$ cat config.mk
export PLATFORM = sky130hd
export DESIGN_NAME = fft_sdf_feed
export DESIGN_NICKNAME = d
export VERILOG_FILES = /design/src/rtl/fft_sdf_feed.sv
export SDC_FILE = /design/constraint.sdc
export NUM_CORES = 1
export LEC_CHECK = 0
export ABC_AREA = 0
export CAP_MARGIN = 25
export CELL_PAD_IN_SITES_DETAIL_PLACEMENT = 1
export CELL_PAD_IN_SITES_GLOBAL_PLACEMENT = 2
export CORE_MARGIN = 10
export CORE_UTILIZATION = 34
export CTS_CLUSTER_DIAMETER = 100
export CTS_CLUSTER_SIZE = 8
export DETAILED_ROUTE_END_ITERATION = 10
export PLACE_DENSITY = 0.79
export SETUP_SLACK_MARGIN = 0.3
export SYNTH_ARGS = -nofsm -noshare
export SYNTH_HDL_FRONTEND = slang
export SYNTH_SLANG_ARGS = --single-unit
$ cat constraint.sdc
create_clock -name clk -period 14.02 [get_ports clk]
set_input_delay 1.402 -clock clk [delete_from_list [all_inputs] [get_ports clk]]
set_output_delay 1.402 -clock clk [all_outputs]
set_load 0.02 [all_outputs]
$ cat src/rtl/fft_sdf_feed.sv
// ---------------------------------------------------------------------------
// fft_sdf_feed
// Radix-2 single-delay-feedback stage controller. Buffers the first half of a
// 2*DEPTH-sample frame, presents butterfly operands plus twiddle W^k to an
// external combinational butterfly, emits the sum path x[j]+x[j+DEPTH], then
// drains the stored difference products (x[j]-x[j+DEPTH])*W^k.
//
// Ports:
//   clk, rst                 clock, synchronous active-high reset
//   in_valid/in_ready        input handshake (in_ready low while draining)
//   in_real, in_img          input sample, signed Q16.16
//   bf_a, bf_b               buffer head real/img (x[j])
//   bf_c, bf_d               input sample pass-through (x[j+DEPTH])
//   bf_wr, bf_wi             twiddle W^k, Q16.16
//   bf_o_real, bf_o_img      butterfly product returned for storage
//   out_valid, out_real,
//   out_img, out_last        registered output sample, last-of-frame flag
//
// Parameter DEPTH: half-frame length, one of 1, 2, 4, 8 (twiddle stride 8/DEPTH).
// Build option SDF_SAT_EN: when defined, the sum path saturates instead of
// wrapping (real and imaginary parts independently).
// ---------------------------------------------------------------------------
module fft_sdf_feed #(
   parameter int DEPTH = 8
) (
   input  logic        clk,
   input  logic        rst,
   input  logic        in_valid,
   output logic        in_ready,
   input  logic [31:0] in_real,
   input  logic [31:0] in_img,
   output logic [31:0] bf_a,
   output logic [31:0] bf_b,
   output logic [31:0] bf_c,
   output logic [31:0] bf_d,
   output logic [31:0] bf_wr,
   output logic [31:0] bf_wi,
   input  logic [31:0] bf_o_real,
   input  logic [31:0] bf_o_img,
   output logic        out_valid,
   output logic [31:0] out_real,
   output logic [31:0] out_img,
   output logic        out_last
);

   typedef enum logic [1:0] {FILL, BFLY, DRAIN} state_t;

   localparam logic [3:0] JLAST  = 4'(DEPTH - 1);
   localparam logic [3:0] STRIDE = 4'(8 / DEPTH);

   state_t      state;
   logic [3:0]  j;
   logic [63:0] dbuf [DEPTH];   // {real, img}; index 0 is the head
   logic [63:0] tail_in;
   logic [2:0]  k;
   logic        accept;
   logic        shift_en;

   // Sum path: wraps by default, saturates when SDF_SAT_EN is defined.
   function automatic logic [31:0] add_q(input logic [31:0] a, input logic [31:0] b);
      logic [31:0] s;
      s = a + b;
`ifdef SDF_SAT_EN
      if ((a[31] == b[31]) && (s[31] != a[31]))
         s = a[31] ? 32'h8000_0000 : 32'h7FFF_FFFF;
`else
      // wrap-around is the natural result of the 32-bit add
`endif
      return s;
   endfunction

   assign in_ready = (state != DRAIN);
   assign accept   = in_valid && in_ready;
   // Every push (fill, product store, drain) is the same shift toward the head.
   assign shift_en = accept || (state == DRAIN);

   assign bf_a = dbuf[0][63:32];
   assign bf_b = dbuf[0][31:0];
   assign bf_c = in_real;
   assign bf_d = in_img;

   // NOTE: every signal written in always_comb gets a default first so no latch is inferred.
   always_comb begin
      tail_in = '0;
      case (state)
         FILL:    tail_in = {in_real, in_img};
         BFLY:    tail_in = {bf_o_real, bf_o_img};
         default: tail_in = '0;
      endcase
   end

   // Twiddle index; held at k=0 outside BFLY.
   always_comb begin
      k = 3'd0;
      if (state == BFLY)
         k = 3'(j * STRIDE);
   end

   always_comb begin
      bf_wr = 32'h0001_0000;
      bf_wi = 32'h0000_0000;
      case (k)
         3'd0: begin bf_wr = 32'h0001_0000; bf_wi = 32'h0000_0000; end
         3'd1: begin bf_wr = 32'h0000_EC83; bf_wi = 32'hFFFF_9E08; end
         3'd2: begin bf_wr = 32'h0000_B505; bf_wi = 32'hFFFF_4AFB; end
         3'd3: begin bf_wr = 32'h0000_61F8; bf_wi = 32'hFFFF_137D; end
         3'd4: begin bf_wr = 32'h0000_0000; bf_wi = 32'hFFFF_0000; end
         3'd5: begin bf_wr = 32'hFFFF_9E08; bf_wi = 32'hFFFF_137D; end
         3'd6: begin bf_wr = 32'hFFFF_4AFB; bf_wi = 32'hFFFF_4AFB; end
         3'd7: begin bf_wr = 32'hFFFF_137D; bf_wi = 32'hFFFF_9E08; end
         default: ;
      endcase
   end

   // NOTE: sequential state uses non-blocking assignments so all registers update from pre-edge values.
   always_ff @(posedge clk) begin
      if (rst) begin
         state     <= FILL;
         j         <= '0;
         out_valid <= 1'b0;
         out_last  <= 1'b0;
         out_real  <= '0;
         out_img   <= '0;
         // NOTE: the delay buffer is a register shift chain, so it can be cleared on reset like any other flop.
         for (int i = 0; i < DEPTH; i++)
            dbuf[i] <= '0;
      end else begin
         out_valid <= 1'b0;
         out_last  <= 1'b0;

         if (shift_en) begin
            for (int i = 0; i < DEPTH - 1; i++)
               dbuf[i] <= dbuf[i + 1];
            dbuf[DEPTH - 1] <= tail_in;
         end

         case (state)
            FILL: begin
               if (accept) begin
                  if (j == JLAST) begin
                     state <= BFLY;
                     j     <= '0;
                  end else begin
                     j <= j + 4'd1;
                  end
               end
            end
            BFLY: begin
               if (accept) begin
                  out_valid <= 1'b1;
                  out_real  <= add_q(dbuf[0][63:32], in_real);
                  out_img   <= add_q(dbuf[0][31:0], in_img);
                  if (j == JLAST) begin
                     state <= DRAIN;
                     j     <= '0;
                  end else begin
                     j <= j + 4'd1;
                  end
               end
            end
            default: begin   // DRAIN
               out_valid <= 1'b1;
               out_real  <= dbuf[0][63:32];
               out_img   <= dbuf[0][31:0];
               if (j == JLAST) begin
                  out_last <= 1'b1;
                  state    <= FILL;
                  j        <= '0;
               end else begin
                  j <= j + 4'd1;
               end
            end
         endcase
      end
   end

endmodule
### Yosys cells after proc, flatten, opt, wreduce, memory -nomap -nowiden

Memories as Yosys holds them, arrays and structs flattened.
Cells that the tools add are included.
W data, S select, Z words.

| cells by class | value |
|---|---|
| reductions and logical operators | 7 |
| multiplexer cells | 31 |
| add/subtract/negate cells | 3 |
| eq/ne operators | 7 |
| bitwise gates (word level) | 9 |

Operators by type and width:

| cell | count |
|---|---|
| $mux W64 | 8 |
| $pmux W32 S2 | 2 |
| $pmux W64 S2 | 1 |
| $add A32 B32 Y32 | 2 |
| $mux W32 | 2 |
| $mux W4 | 3 |
| $mux W2 | 5 |
| $or A1 B1 Y1 | 8 |
| $mux W1 | 7 |
| $ne A2 B2 Y1 const B | 3 |
| $add A4 B1 Y4 const B | 1 |
| $eq A4 B3 Y1 const B | 1 |
| $pmux W2 S2 | 1 |
| $mux W3 | 1 |
| $reduce_and A3 Y1 | 1 |
| $reduce_or A3 Y1 | 1 |
| $eq A2 B1 Y1 const B | 1 |
| $eq A2 B2 Y1 const B | 1 |
| $logic_not A2 Y1 | 1 |
| $ne A2 B1 Y1 const B | 1 |
| $pmux W1 S2 | 1 |
| $reduce_and A2 Y1 | 1 |
| $reduce_or A2 Y1 | 1 |
| $logic_and A1 B1 Y1 | 1 |
| other kinds (2) | 2 |

| word-level totals | value |
|---|---|
| bits in registers | 72 |
| input port bits | 131 |
| ROM bits | 504 |
| RAM bits | 512 |
| memories | 2 |
| output and inout bits | 259 |
| word-level logic and storage cells | 65 |

Memory list:

| name | words | width | read ports | clocked after memory_dff | wr ports | line | source |
|---|---|---|---|---|---|---|---|
| dbuf | 8 | 64 | 8 | 0 | 8 | 53 | `logic [63:0] dbuf [DEPTH];` |
| (name not given) | 8 | 63 | 1 | 0 | 0 | 102 | `case (k)` |

### Logic depth before layout (Yosys ltp)

| depth | value |
|---|---|
| depth after elaboration | 7 |
| depth in mapped cells | 13 |
| gate-level depth less buffers | 13 |

### Least setup slack after synthesis

Ideal clock, no wire load.

| path | value |
|---|---|
| kind | input port to flip-flop |
| start | in rst |
| end | mem dbuf[0][0] (enable) |
| path slack | 101 ps |
| buffers on the path | 2 |
| data required time | 10324 ps |
| arrival time | 10223 ps |
| setup time | 3696 ps |
| stages on the path | 4 |
| cells stage by stage | clkbuf_1 -> inv_1 -> clkbuf_1 -> nand2_1 |

RTL lines:

| item | line | source |
|---|---|---|
| from (decl) | 27 | `input logic rst,` |
| to (decl) | 53 |  |

### Worst setup path in the final report

| path | value |
|---|---|
| start | reg state[0] |
| end | out bf_wi[0] |

| on the way | value |
|---|---|
| cells in the longest elaborated chain, start to end | 3 |

Ends and longest elaborated chain:

| item | line | source |
|---|---|---|
| from (decl) | 51 | `state_t state;` |
| from (signal assigned) | 118 | `state <= FILL;` |
| from (signal assigned) | 141 | `state <= BFLY;` |
| from (signal assigned) | 154 | `state <= DRAIN;` |
| $eq A2 B1 Y1 | 95 | `if (state == BFLY)` |
| $mux W3 | 95 |  |
| $mem_v2 Z8 W63 | - |  |
| to (decl) | 37 | `output logic [31:0] bf_wi,` |

No other way between the ends.

==> flow_summary_export.csv <==
group,metric,value,unit
drt,dr.pass1.iters,4,
place,place_area,30600,µm²
critical_path,cp_slowest_stage_delay,700,ps
hold_path,min_from,"out_img[2]",
critical_path,crit_type,"reg2out",
synth,synthesis.nets,2356,
critical_path,cp_max_fo,45,
final_layout,nNetsFinal,2571,
sta,hold_violations,0,
global_route,grt_max_degree,140,
hold_path,hold_path_class,"reg2reg",
synth,yosysTopAreaCell,"edfxtp_1",
sta,setup_tns,0,ps
critical_path,end_kind,"output port",
final_layout,num_antenna_cells,0,
sta,max_slew.worst_pin.slew,992,ps
critical_path,cp.required,12620,ps
sta,rsz0062_at_grt,"false",
global_route,overflow,0,
synth,syn_area,26900,µm²
critical_path,r2r-end,"dbuf[0][237]",
final_layout,nFillCells,8199,
final_layout,synthToLayoutAreaGrowth,23.1,%
final_layout,mostFrequentLayoutCells,"edfxtp_1, clkdlybuf4s50_1, and2_1, nor2_1, nand2_1",
synth,synth_top_area_share,57.2,%
sta,slew_headroom,33.8,%
sta,setup_viol,0,
sta,period_share,37.5,%
die,ios,390,
global_route,grt_pass1_wl,109,mm
sta,max_freq,0.190,GHz
die,dieArea,90700,µm²
clocking,root_buffer,"clkbuf_16",
synth,async_flop_share,0,%
die,core-area,78600,µm²
synth,synthCells,2155,
pwr,finalPower,0.00429,W
synth,ys_seq_area_share,62.6,%
critical_path,r2r_cells,8,
critical_path,rr_startpoint,"state[0]",
pwr,p_leak,12.5,nW
critical_path,worstSetupStartpointType,"register",
clocking,clockBufferDepth,3,
clocking,cts_resized,0,
drt,vias,16800,
drt,via_per_inst,4.82,
global_route,grt_usage,15.5,%
clocking,tritoncts.num_buffers,82,
critical_path,slowest_stage,"clkdlybuf4s50_1",
final_layout,final_core_util,42.1,%
clocking,clk_pin_slew,50,ps
place,port_buffers,388,
clocking,cts_tree,"yes",
drt,ant_nets,0,
final_layout,layout_commonest_cell,"edfxtp_1",
pwr,power.density,130,nW/µm²
synth,ys_types,62,
die,start_util,34.2,%
critical_path,rrSetupSlack,9640,ps
place,gp_congestion,0.870,
synth,synth-edff-count,512,
place,hpwl,49.4,mm
drt,drcViolationCount,0,
global_route,antenna_found_initial,0,
critical_path,path_common_cell,"nand2_1",
sta,slew_violations,0,
hold_path,min_path_cells,2,
drt,routed_wl,72.4,mm
status,status,"finished, final reports clean",
drt,drtIter0Drc,1045,
clocking,cts-htree-levels,3,
synth,yosysWarnings,0,
pwr,peakVddDrop,67.2,µV
hold_path,min_to,"out_img[2]",
synth,synth_area_leaders,"edfxtp_1, and2_1, dfxtp_1",
die,rows,103,
critical_path,path_cells,"nor2b_4, buf_4, nand2_1, ha_1, nand2_1, a21oi_1, clkdlybuf4s50_1",
clocking,postCtsSetupBuffers,0,
die,fp.dieW,301,µm
clocking,cts_hold_buffers,0,
final_layout,postLayoutCellArea,33100,µm²
die,die_h,301,µm
sta,skew,34.5,ps
critical_path,critPathArrivalTime,3850,ps
final_layout,drive_above_1_share,5.66,%
job,drv_cap,0,
synth,ys_ff_latch,584,
sta,finalCriticalPeriod,5260,ps
drt,avgRoutedWirePerCell,20.7,µm
global_route,grt_pass1_vias,17700,
synth,synthFlopType,"edfxtp_1",
clocking,clkSinkCount,584,
clocking,clkLatencyLatePin,610,ps
synth,avgSynthCellArea,12.5,µm²
## power by group
| part | switching [W] | leakage, nW | internal (W) | total (W) |
|---|---|---|---|---|
| logic | 0.000218 | 5.16 | 0.000163 | 0.000381 |
| registers | 0.0000371 | 6.24 | 0.00200 | 0.00204 |
| clock network | 0.000725 | 1.14 | 0.00114 | 0.00186 |
| total | 0.000980 | 12.5 | 0.00331 | 0.00429 |
## cell type report
class                   instances  area (µm²)  share of cell area (%)
well taps                    1050        1310                    3.97
repair buffers                412        4170                    12.6
multi-input cells            1272        8290                    25.1
flip-flops and latches        584       16800                    50.9
clock inverters                 1        16.3                  0.0492
inverters                      18        67.6                   0.204
clock buffers                 151        2400                    7.25
## flip-flops by register name (all words and copies together), names as in the netlist
| signal | flops |
|---|---|
| state | 2 |
| out_last | 1 |
| j | 4 |
| out_real | 32 |
| dbuf | 512 |
| out_valid | 1 |
| out_img | 32 |
## logic make-up (layout without fill, tap and decap cells)
kind of cell	after synthesis	after routing	share of synthesized area, %
compound gates	279	279	7.06
xor+xnor	55	55	1.79
fa+ha+maj	70	70	3.32
buf+inv	299	582	6.77
flops	584	584	62.6
mux	67	67	2.50
other cells	1	1	0.0140
simple gates	800	800	16.0
## worst max-delay path: cells and delay by family, from the launching register on
family	cells	cell delay (ps)
buf+inv	2	1230
compound gates	1	400
fa+ha+maj	1	390
simple gates	3	560
flops	1	650
## worst max path at each step
stage	from	end	slack, ps	cells after the start
global placement	in_real[1]	out_real[31]	8730	13
floorplan	rst	dbuf[0][0]	5310	4
finish	state[0]	bf_wi[0]	8760	7
CTS	state[0]	bf_wr[22]	8230	6
global route	state[0]	bf_wi[4]	8540	7
detailed placement	in_valid	dbuf[0][493]	8580	5
## through the flow
| step | std cells | worst slack (ps) | hold WS [ps] |
|---|---|---|---|
| after CTS | 3484 | 8230 | 465 |
| after detailed placement | 3332 | 8580 | 458 |
| after global placement | 3330 | 8730 | 438 |
| final | 3488 | 8760 | 458 |
| after global routing | 3488 | 8540 | 494 |
| after floorplan | 2155 | 5310 | 484 |
## Yosys cell counts (19+ instances only)
| library cell | n |
|---|---|
| xor2_1 | 19 |
| a21o_1 | 44 |
| buf_4 | 172 |
| nor2b_1 | 68 |
| xnor2_1 | 36 |
| a311oi_1 | 29 |
| mux2i_1 | 67 |
| dfxtp_1 | 72 |
| edfxtp_1 | 512 |
| ha_1 | 68 |
| nor2_1 | 155 |
| nand2_1 | 122 |
| o21ai_0 | 42 |
| clkbuf_1 | 98 |
| a21oi_1 | 71 |
| and2_1 | 385 |
## metal layers
| metal | global-route usage (%) | routed length, µm |
|---|---|---|
| met1 | 20.0 | 32200 |
| met2 | 25.3 | 34000 |
| met3 | 3.89 | 4470 |
| met4 | 4.93 | 1660 |
| met5 | 0 | 0 |
Note: power is estimated with default switching activity, not from simulation.
